===== config.mk =====
export PLATFORM = sky130hd
export DESIGN_NAME = instruction_sequencer_flat
export DESIGN_NICKNAME = d
export VERILOG_FILES = /design/src/rtl/instruction_sequencer_if.sv /design/src/rtl/instruction_sequencer.sv /design/src/flat_wrapper.sv
export SDC_FILE = /design/constraint.sdc
export NUM_CORES = 1
export LEC_CHECK = 0
export ABC_AREA = 1
export CORE_UTILIZATION = 55
export DETAILED_ROUTE_END_ITERATION = 12
export PLACE_DENSITY = 0.76
export SYNTH_ARGS = -nofsm -noshare
export SYNTH_HDL_FRONTEND = slang
export SYNTH_SLANG_ARGS = --single-unit

===== constraint.sdc =====
create_clock -name clk -period 1.92 [get_ports clk]
set_input_delay 0.384 -clock clk [delete_from_list [all_inputs] [get_ports clk]]
set_output_delay 0.384 -clock clk [all_outputs]
set_load 0.02 [all_outputs]

===== src/rtl/instruction_sequencer_if.sv =====
// Host/control-unit bundle for instruction_sequencer: program load, run control
// and the instruction handshake toward the control unit.
interface instruction_sequencer_if #(
  parameter int ADDR_W = 4,
  parameter int CNT_W  = 8
);
  logic              prog_we;
  logic [ADDR_W-1:0] prog_addr;
  logic [4:0]        prog_instr;
  logic [CNT_W-1:0]  prog_repeat;
  logic [ADDR_W:0]   prog_len;
  logic              start;
  logic              abort;
  logic              instr_ready;
  logic [4:0]        instruction;
  logic              instr_valid;
  logic              busy;
  logic              done;
  logic [ADDR_W-1:0] pc;

  modport master (
    output prog_we, prog_addr, prog_instr, prog_repeat, prog_len,
    output start, abort, instr_ready,
    input  instruction, instr_valid, busy, done, pc
  );

  modport slave (
    input  prog_we, prog_addr, prog_instr, prog_repeat, prog_len,
    input  start, abort, instr_ready,
    output instruction, instr_valid, busy, done, pc
  );
endinterface


===== src/rtl/instruction_sequencer.sv =====
// Replays a preloaded program of 5-bit control words, holding each entry for
// repeat+1 accepted transfers, with downstream backpressure and abort.
module instruction_sequencer #(
  parameter int DEPTH  = 16,
  parameter int ADDR_W = 4,
  parameter int CNT_W  = 8
) (
  input  logic                    clk,
  input  logic                    rst,
  instruction_sequencer_if.slave  bus
);

  typedef enum logic [1:0] {
    S_IDLE = 2'd0,
    S_RUN  = 2'd1,
    S_DONE = 2'd2
  } state_t;

  localparam logic [ADDR_W:0] LEN_ONE = (ADDR_W+1)'(1);

  state_t            r_state;
  logic [ADDR_W-1:0] r_pc;
  logic [CNT_W-1:0]  r_rep_cnt;
  logic [ADDR_W:0]   r_len;
  logic              r_valid;
  logic              r_busy;
  logic              r_done;

  logic [4:0]        r_mem_instr [DEPTH];
  logic [CNT_W-1:0]  r_mem_rep   [DEPTH];

  logic [CNT_W-1:0]  w_cur_rep;
  logic              w_xfer;
  logic              w_last_entry;

  assign w_cur_rep    = r_mem_rep[r_pc];
  assign w_xfer       = r_valid & bus.instr_ready;
  assign w_last_entry = ({1'b0, r_pc} == (r_len - LEN_ONE));

  // Program store is writable only while idle so a running sequence is stable.
  always_ff @(posedge clk) begin
    if (bus.prog_we && (r_state == S_IDLE)) begin
      r_mem_instr[bus.prog_addr] <= bus.prog_instr;
      r_mem_rep[bus.prog_addr]   <= bus.prog_repeat;
    end
  end

  always_ff @(posedge clk or posedge rst) begin
    if (rst) begin
      r_state   <= S_IDLE;
      r_pc      <= '0;
      r_rep_cnt <= '0;
      r_len     <= '0;
      r_valid   <= 1'b0;
      r_busy    <= 1'b0;
      r_done    <= 1'b0;
    end else begin
      case (r_state)
        S_IDLE: begin
          if (bus.start && !bus.abort) begin
            r_len     <= bus.prog_len;
            r_pc      <= '0;
            r_rep_cnt <= '0;
            if (bus.prog_len == '0) begin
              r_state <= S_DONE;
              r_done  <= 1'b1;
            end else begin
              r_state <= S_RUN;
              r_valid <= 1'b1;
              r_busy  <= 1'b1;
            end
          end
        end
        S_RUN: begin
          // Abort takes priority over any transfer seen in the same cycle.
          if (bus.abort) begin
            r_state   <= S_IDLE;
            r_pc      <= '0;
            r_rep_cnt <= '0;
            r_valid   <= 1'b0;
            r_busy    <= 1'b0;
          end else if (w_xfer) begin
            if (r_rep_cnt != w_cur_rep) begin
              r_rep_cnt <= r_rep_cnt + CNT_W'(1);
            end else if (w_last_entry) begin
              r_state <= S_DONE;
              r_valid <= 1'b0;
              r_busy  <= 1'b0;
              r_done  <= 1'b1;
            end else begin
              r_pc      <= r_pc + ADDR_W'(1);
              r_rep_cnt <= '0;
            end
          end
        end
        S_DONE: begin
          r_state <= S_IDLE;
          r_done  <= 1'b0;
        end
        default: begin
          r_state <= S_IDLE;
          r_valid <= 1'b0;
          r_busy  <= 1'b0;
          r_done  <= 1'b0;
        end
      endcase
    end
  end

  // Decoded from registers only, so async reset clears outputs immediately.
  assign bus.instruction = r_valid ? r_mem_instr[r_pc] : 5'd0;
  assign bus.instr_valid = r_valid;
  assign bus.busy        = r_busy;
  assign bus.done        = r_done;
  assign bus.pc          = r_pc;

endmodule


===== src/flat_wrapper.sv =====
// flat-port wrapper written by rule: the top's interface ports become plain ports
module instruction_sequencer_flat 
#(
  parameter int DEPTH  = 16,
  parameter int ADDR_W = 4,
  parameter int CNT_W  = 8
)
  (clk, rst, bus_prog_we, bus_prog_addr, bus_prog_instr, bus_prog_repeat, bus_prog_len, bus_start, bus_abort, bus_instr_ready, bus_instruction, bus_instr_valid, bus_busy, bus_done, bus_pc);
  instruction_sequencer_if #(.ADDR_W(ADDR_W), .CNT_W(CNT_W)) bus_i ();
  input  logic clk;
  input  logic rst;
  input wire logic [$bits(bus_i.prog_we)-1:0] bus_prog_we;
  input wire logic [$bits(bus_i.prog_addr)-1:0] bus_prog_addr;
  input wire logic [$bits(bus_i.prog_instr)-1:0] bus_prog_instr;
  input wire logic [$bits(bus_i.prog_repeat)-1:0] bus_prog_repeat;
  input wire logic [$bits(bus_i.prog_len)-1:0] bus_prog_len;
  input wire logic [$bits(bus_i.start)-1:0] bus_start;
  input wire logic [$bits(bus_i.abort)-1:0] bus_abort;
  input wire logic [$bits(bus_i.instr_ready)-1:0] bus_instr_ready;
  output wire logic [$bits(bus_i.instruction)-1:0] bus_instruction;
  output wire logic [$bits(bus_i.instr_valid)-1:0] bus_instr_valid;
  output wire logic [$bits(bus_i.busy)-1:0] bus_busy;
  output wire logic [$bits(bus_i.done)-1:0] bus_done;
  output wire logic [$bits(bus_i.pc)-1:0] bus_pc;
  assign bus_i.prog_we = bus_prog_we;
  assign bus_i.prog_addr = bus_prog_addr;
  assign bus_i.prog_instr = bus_prog_instr;
  assign bus_i.prog_repeat = bus_prog_repeat;
  assign bus_i.prog_len = bus_prog_len;
  assign bus_i.start = bus_start;
  assign bus_i.abort = bus_abort;
  assign bus_i.instr_ready = bus_instr_ready;
  assign bus_instruction = bus_i.instruction;
  assign bus_instr_valid = bus_i.instr_valid;
  assign bus_busy = bus_i.busy;
  assign bus_done = bus_i.done;
  assign bus_pc = bus_i.pc;
  instruction_sequencer #(.DEPTH(DEPTH), .ADDR_W(ADDR_W), .CNT_W(CNT_W)) u_core (.clk(clk), .rst(rst), .bus(bus_i));
endmodule

Yosys cells after proc, flatten, opt, wreduce, memory -nomap -nowiden
Memories as Yosys holds them, arrays and structs flattened.
Cells that the tools add are included.
Word-level totals
  bits in registers: 21
  bits in writable memories: 208
  memories kept: 2
Operators by class
  $add $sub $neg: 3
  eq/ne operators: 16
  multiplexer cells: 36
  bitwise gates (word level): 2
  reduce and logical (&&, ||, !) cells: 12
Memory list
  u_core.r_mem_rep: words 16, bits a word 8, read ports 1, clocked after memory_dff 0, wr ports 1, RTL line instruction_sequencer.sv:30  | logic [CNT_W-1:0] r_mem_rep [DEPTH];
  u_core.r_mem_instr: words 16, bits a word 5, read ports 1, clocked after memory_dff 0, wr ports 1, RTL line instruction_sequencer.sv:29  | logic [4:0] r_mem_instr [DEPTH];
Operator list (number)
  8-bit 2-to-1 mux: 5
  4-bit 2-to-1 mux: 5
  8-bit one-hot mux with 2 select lines: 1
  1-bit 2-to-1 mux: 14
  2-bit 2-to-1 mux: 6
  6-bit AND reduction: 2
  2-bit inequality test (second input constant): 5
  8-bit by 1-bit adder with 8-bit output (second input constant): 1
  8-bit inequality test: 1
  4-bit one-hot mux with 2 select lines: 1
  4-bit AND reduction: 2
  3-bit by 2-bit inequality test with 1-bit output (second input constant): 2
  3-bit inequality test (second input constant): 2
  4-bit by 5-bit equality test with 1-bit output: 1
  5-bit zero test: 1
  5-bit 2-to-1 mux: 1
  5-bit AND reduction: 1
  5-bit by 1-bit subtractor with 5-bit output (second input constant): 1
  4-bit by 1-bit adder with 4-bit output (second input constant): 1
  2-bit by 1-bit inequality test with 1-bit output (second input constant): 2
  4-bit inequality test (second input constant): 1
  2-bit one-hot mux with 2 select lines: 1
  1-bit one-hot mux with 3 select lines: 1
  2-bit by 1-bit equality test with 1-bit output (second input constant): 1
  other kinds (9): 10

Depth between registers and ports, before layout
  depth after elaboration: 7
  mapped depth: 19

Worst setup path after synthesis
OpenSTA, ideal clock, no wires.
  path type: reg-to-output
  start point: register u_core.r_pc[1], in the netlist u_core.bus.pc[1]
  end point: output port bus_instruction[0]
  arrival time: 1866 ps
  slack: -330 ps
  cell stages (with the launch flop): 9
  path through: dfrtp_1 > buf_4 > inv_4 > buf_2 > clkbuf_1 > o21ai_0 > o221ai_1 > o211ai_1 > a21oi_1
Between the ends
  longest elaborated chain between the ends: 2
RTL lines
  start: declaration: RTL line instruction_sequencer.sv:22  | logic [ADDR_W-1:0] r_pc;
  start signal: assignment: RTL line instruction_sequencer.sv:91  | r_pc <= r_pc + ADDR_W'(1);
  memory 16 x 5 bit
  5-bit 2-to-1 mux: RTL line instruction_sequencer.sv:111  | assign bus.instruction = r_valid ? r_mem_instr[r_pc] : 5'd0;
  end: declaration: RTL line flat_wrapper.sv:20  | output wire logic [$bits(bus_i.instruction)-1:0] bus_instruction;
Every way passes these cells.

Worst setup path after layout
  start point: register u_core.r_pc[0], in the netlist u_core.bus.pc[0]
  end point: output port bus_instruction[2]
Same word-level chain as after synthesis.

==> summary.md <==
| Metric | Value |
|---|---|
| Ys Warns | 0 |
| HPWL after DPL | 14,600 µm |
| Share of the synthesized area in the top cell type | 0.632 |
| Synth Area in Adders | 0.00380 |
| Compound-gate portion of the synthesized area | 0.0676 |
| Io pins | 40 |
| Quantity of I/O buffers inserted on ports | 39 |
| Minimum clock period | 2600 ps |
| Reg area | 0.00678 mm² |
| Crit end category | primary output |
| GRT Resource Usage Total | 0.294 |
| Final #Nets | 1,049 |
| Outcome | complete, but fails checks |
| Core Area | 0.0174 mm² |
| Dominant synthesized flop cell | edfxtp_1 |
| Area of the multi-input gates | 0.00288 mm² |
| Top cells by area, synth | edfxtp_1 (63%), nand2_1 (8.3%), dfrtp_1 (5.3%), nand3_1 (4.2%), nor2_1 (4.1%) |
| Average size of a mapped cell | 11.0 µm² |
| Internal Pwr Total | 9.88 mW |
| Wire length per cell | 21.4 µm |
| Clock power frac | 0.306 |
| Flop2flop setup slack | -650 ps |
| Total Die Area | 0.0185 mm² |
| Cts hold-fix bufs | 0 |
| Max_cap viols | 0 |
| Worst slew pin tran | 695 ps |
| H-tree depth | 1 |
| Worst Reg-to-Reg Cells | 16 |
| Final Hold Fails | 0 |
| Largest area contributor in the netlist | edfxtp_1 |
| Critical Path RT | 1540 ps |
| Clock sink count | 229 |
| Fill cells | 1,099 |
| Leak pwr | 4.84 nW |
| Vias in the first global route | 7,351 |
| DR DRC count | 0 |
| WL final | 26,900 µm |
| Failing checks | negative setup slack |
| Crit share post-route | 1.35 |
| Most common cell in the synthesized netlist | nand2_1 |
| Power Total | 14.4 mW |
| Setup Skew | 10.6 ps |
| Vias | 7,501 |
| RSZ-0062 raised after global routing | true |
| Crit path DAT | 2220 ps |
| Clock Pin Slew Worst Setup and Hold Paths | 60 ps |
| Slew margin rel. | 0.535 |
| Mux cell area share after synthesis | 0.00114 |
| Fraction of registers with async set or reset after synthesis | 0.0917 |
| Final setup vio count | 22 |
| Top cells by count, synth | nand2_1 (218), edfxtp_1 (208), nor2_1 (108), nand3_1 (82), inv_1 (65) |
| Pre-CTS setup slack | -656 ps |
| Sequential power share | 0.404 |
| GP Congestion | 0.883 |
| Vias/cell | 5.95 |
| First-pass GRT wire length | 40,300 µm |
| Synth Area in XOR/XNOR | 0.0124 |
| Longest Clk Path Bufs | 3 |
| Cell Pwr Density | 1150 mW/mm² |
| Die W | 136 µm |
| First DRT Iteration DRCs | 866 |
| Distinct cells, synth | 34 |
| Root Buffer | clkbuf_16 |
| Largest family of logic cells by synthesized area | simple AND/OR/NAND/NOR gates |
| Post-synth EDFFs | 208 |
| Area grow syn2layout | 26.6% |
| Largest fanout on the critical path | 6 |
| Grt total ovfl | 0 |
| Largest net degree at the start of global routing | 33 |
| Post-DRT Antenna Nets | 0 |
| Combinational Power Share | 0.291 |
| # diodes | 0 |
| Synth Net Count | 927 |
| Final Max Tran Viols | 0 |
| Switching Share | 0.313 |
| Worst setup path class | reg2out |
| Worst VDD drop | 0.975 mV |
| Share of cells above drive strength 1 | 0.214 |
| Die Y-Extent | 136 µm |
| Number of core rows | 48 |
| Worst skew pair latency | 520 ps |
| CTS tree | built |
| Synth Area in Simple Gates | 0.176 |
| Setup TNS | -12,470 ps |
| Fmax | 0.384 GHz |
| Initial antenna violation count | 0 |
| Worst hold path type | in2async |
| Synthesized cell area | 0.00988 mm² |
| TritonRoute pass-1 iters | 6 |
| Mapped Cells | 896 |
| Type of origin of the critical path | flop |
| TritonCTS buffer count | 24 |
| Initial core utilization | 0.567 |
| Number of synthesized register bits | 229 |
| Register area share after synthesis | 0.685 |
| Setup slack after layout | -681 ps |
| Net Sw Power | 4.49 mW |
==> flip-flops by register name, summed over array words and instances, names as in the netlist <==
name / count
u_core.bus.done: 1
u_core.bus.instr_valid: 1
u_core.bus.pc: 4
u_core.r_len: 5
u_core.r_mem_instr: 80
u_core.r_mem_rep: 128
u_core.r_rep_cnt: 8
u_core.r_state: 2
==> power groups by stage <==
stage	Combinational [mW]	Sequential (mW)	Clock (mW)
6_report	4.17	5.80	4.39
4_1_cts	3.84	5.79	4.39
5_1_grt	4.48	5.82	4.60
3_5_place_dp	3.29	5.89	0
2_1_floorplan	2.17	5.89	0
3_3_place_gp	3.22	5.88	0
==> worst paths after layout <==
kind	from	end
worst max-delay path	u_core.bus.pc[0]	bus_instruction[2]
worst min-delay path	rst	u_core.r_state[1]
worst max register to register	u_core.bus.pc[0]	u_core.r_rep_cnt[2]
worst min register to register	u_core.r_len[4]	u_core.r_len[4]
max in group asynchronous	rst	u_core.bus.pc[0]
min in group clk	bus_prog_len[4]	u_core.r_len[4]
==> critical path, stage by stage, from the launching register on <==
cell and delay, ps:
dfrtp_4 540, buf_12 160, buf_16 150, o21ai_1 220, o22ai_2 110, o211ai_1 250, a21oi_2 80, buf_4 170
==> area by class of cell <==
cell class,instances,share of cell area
Clock buffer,31,0.0518
Clock inverter,12,0.00680
Inverter,69,0.0234
Multi-Input combinational cell,555,0.230
Sequential cell,229,0.542
Tap cell,225,0.0225
Timing Repair Buffer,137,0.121
Timing Repair inverter,2,0.00220
==> cells by family after synthesis <==
kind of cell               after synthesis
and+or+nand+nor                        422
DFF                                    229
AOI/OAI and AO/OA                      114
buffers and inverters                  113
xor gates and xnor gates                14
adders and majority gates                3
muxes                                    1
==> placed cells by master, fill, tap and decap left out, types with 2 or more instances in the layout <==
master           Yosys  final
a21oi_1             12      6
o22ai_2              0      3
nor2_1             108     85
clkdlybuf4s50_1      0     28
buf_12               0     15
o21ai_1             19     31
nand3_2              0     18
buf_4                9     63
nand3_1             82     64
nor2_2               3     17
inv_1               65     65
nor3_1               4      4
nand2_1            218    204
xor2_1               8      8
nand2_2              2     16
o211ai_1            15     15
o21ai_2              0      4
dfrtp_1             21     18
a21oi_2              0      6
o221ai_1            12     11
clkinvlp_4           0      2
dfrtp_2              0      2
o21ai_0             46     30
xnor2_1              6      6
clkinv_1             0      7
nand2_4              1      2
ha_1                 3      3
dlygate4sd2_1        0      4
edfxtp_1           208    208
nor2_4               0      9
buf_6                7     16
o22ai_1              8      5
inv_6                0      2
clkbuf_16            0     27
buf_16               0      6
clkbuf_1            10      6
==> metrics by stage <==
step	hold slack [ps]	utilization	cells	instance area, µm²
global route	273	0.718	1260	12500
finish	218	0.718	1260	12500
CTS	228	0.704	1254	12300
detailed placement	493	0.638	1198	11100
floorplan	360	-	896	10000
global placement	481	0.638	1198	11100
==> what timing repair did <==
| action | CTS | global route |
|---|---|---|
| gates cloned | 8 | 3 |
| resized for setup | 91 | 65 |
| setup endpoints to repair | 27 | 182 |
| pin swaps | 35 | 38 |
| setup buffers | 5 | 4 |
| endpoints found under the hold margin | 0 | 0 |
==> routing by layer <==
layer,wire (µm),GRT usage
met1,10000,0.400
met2,12500,0.464
met3,3310,0.0544
met4,1060,0.127
met5,0,0
(Power assumes the default switching activity.)
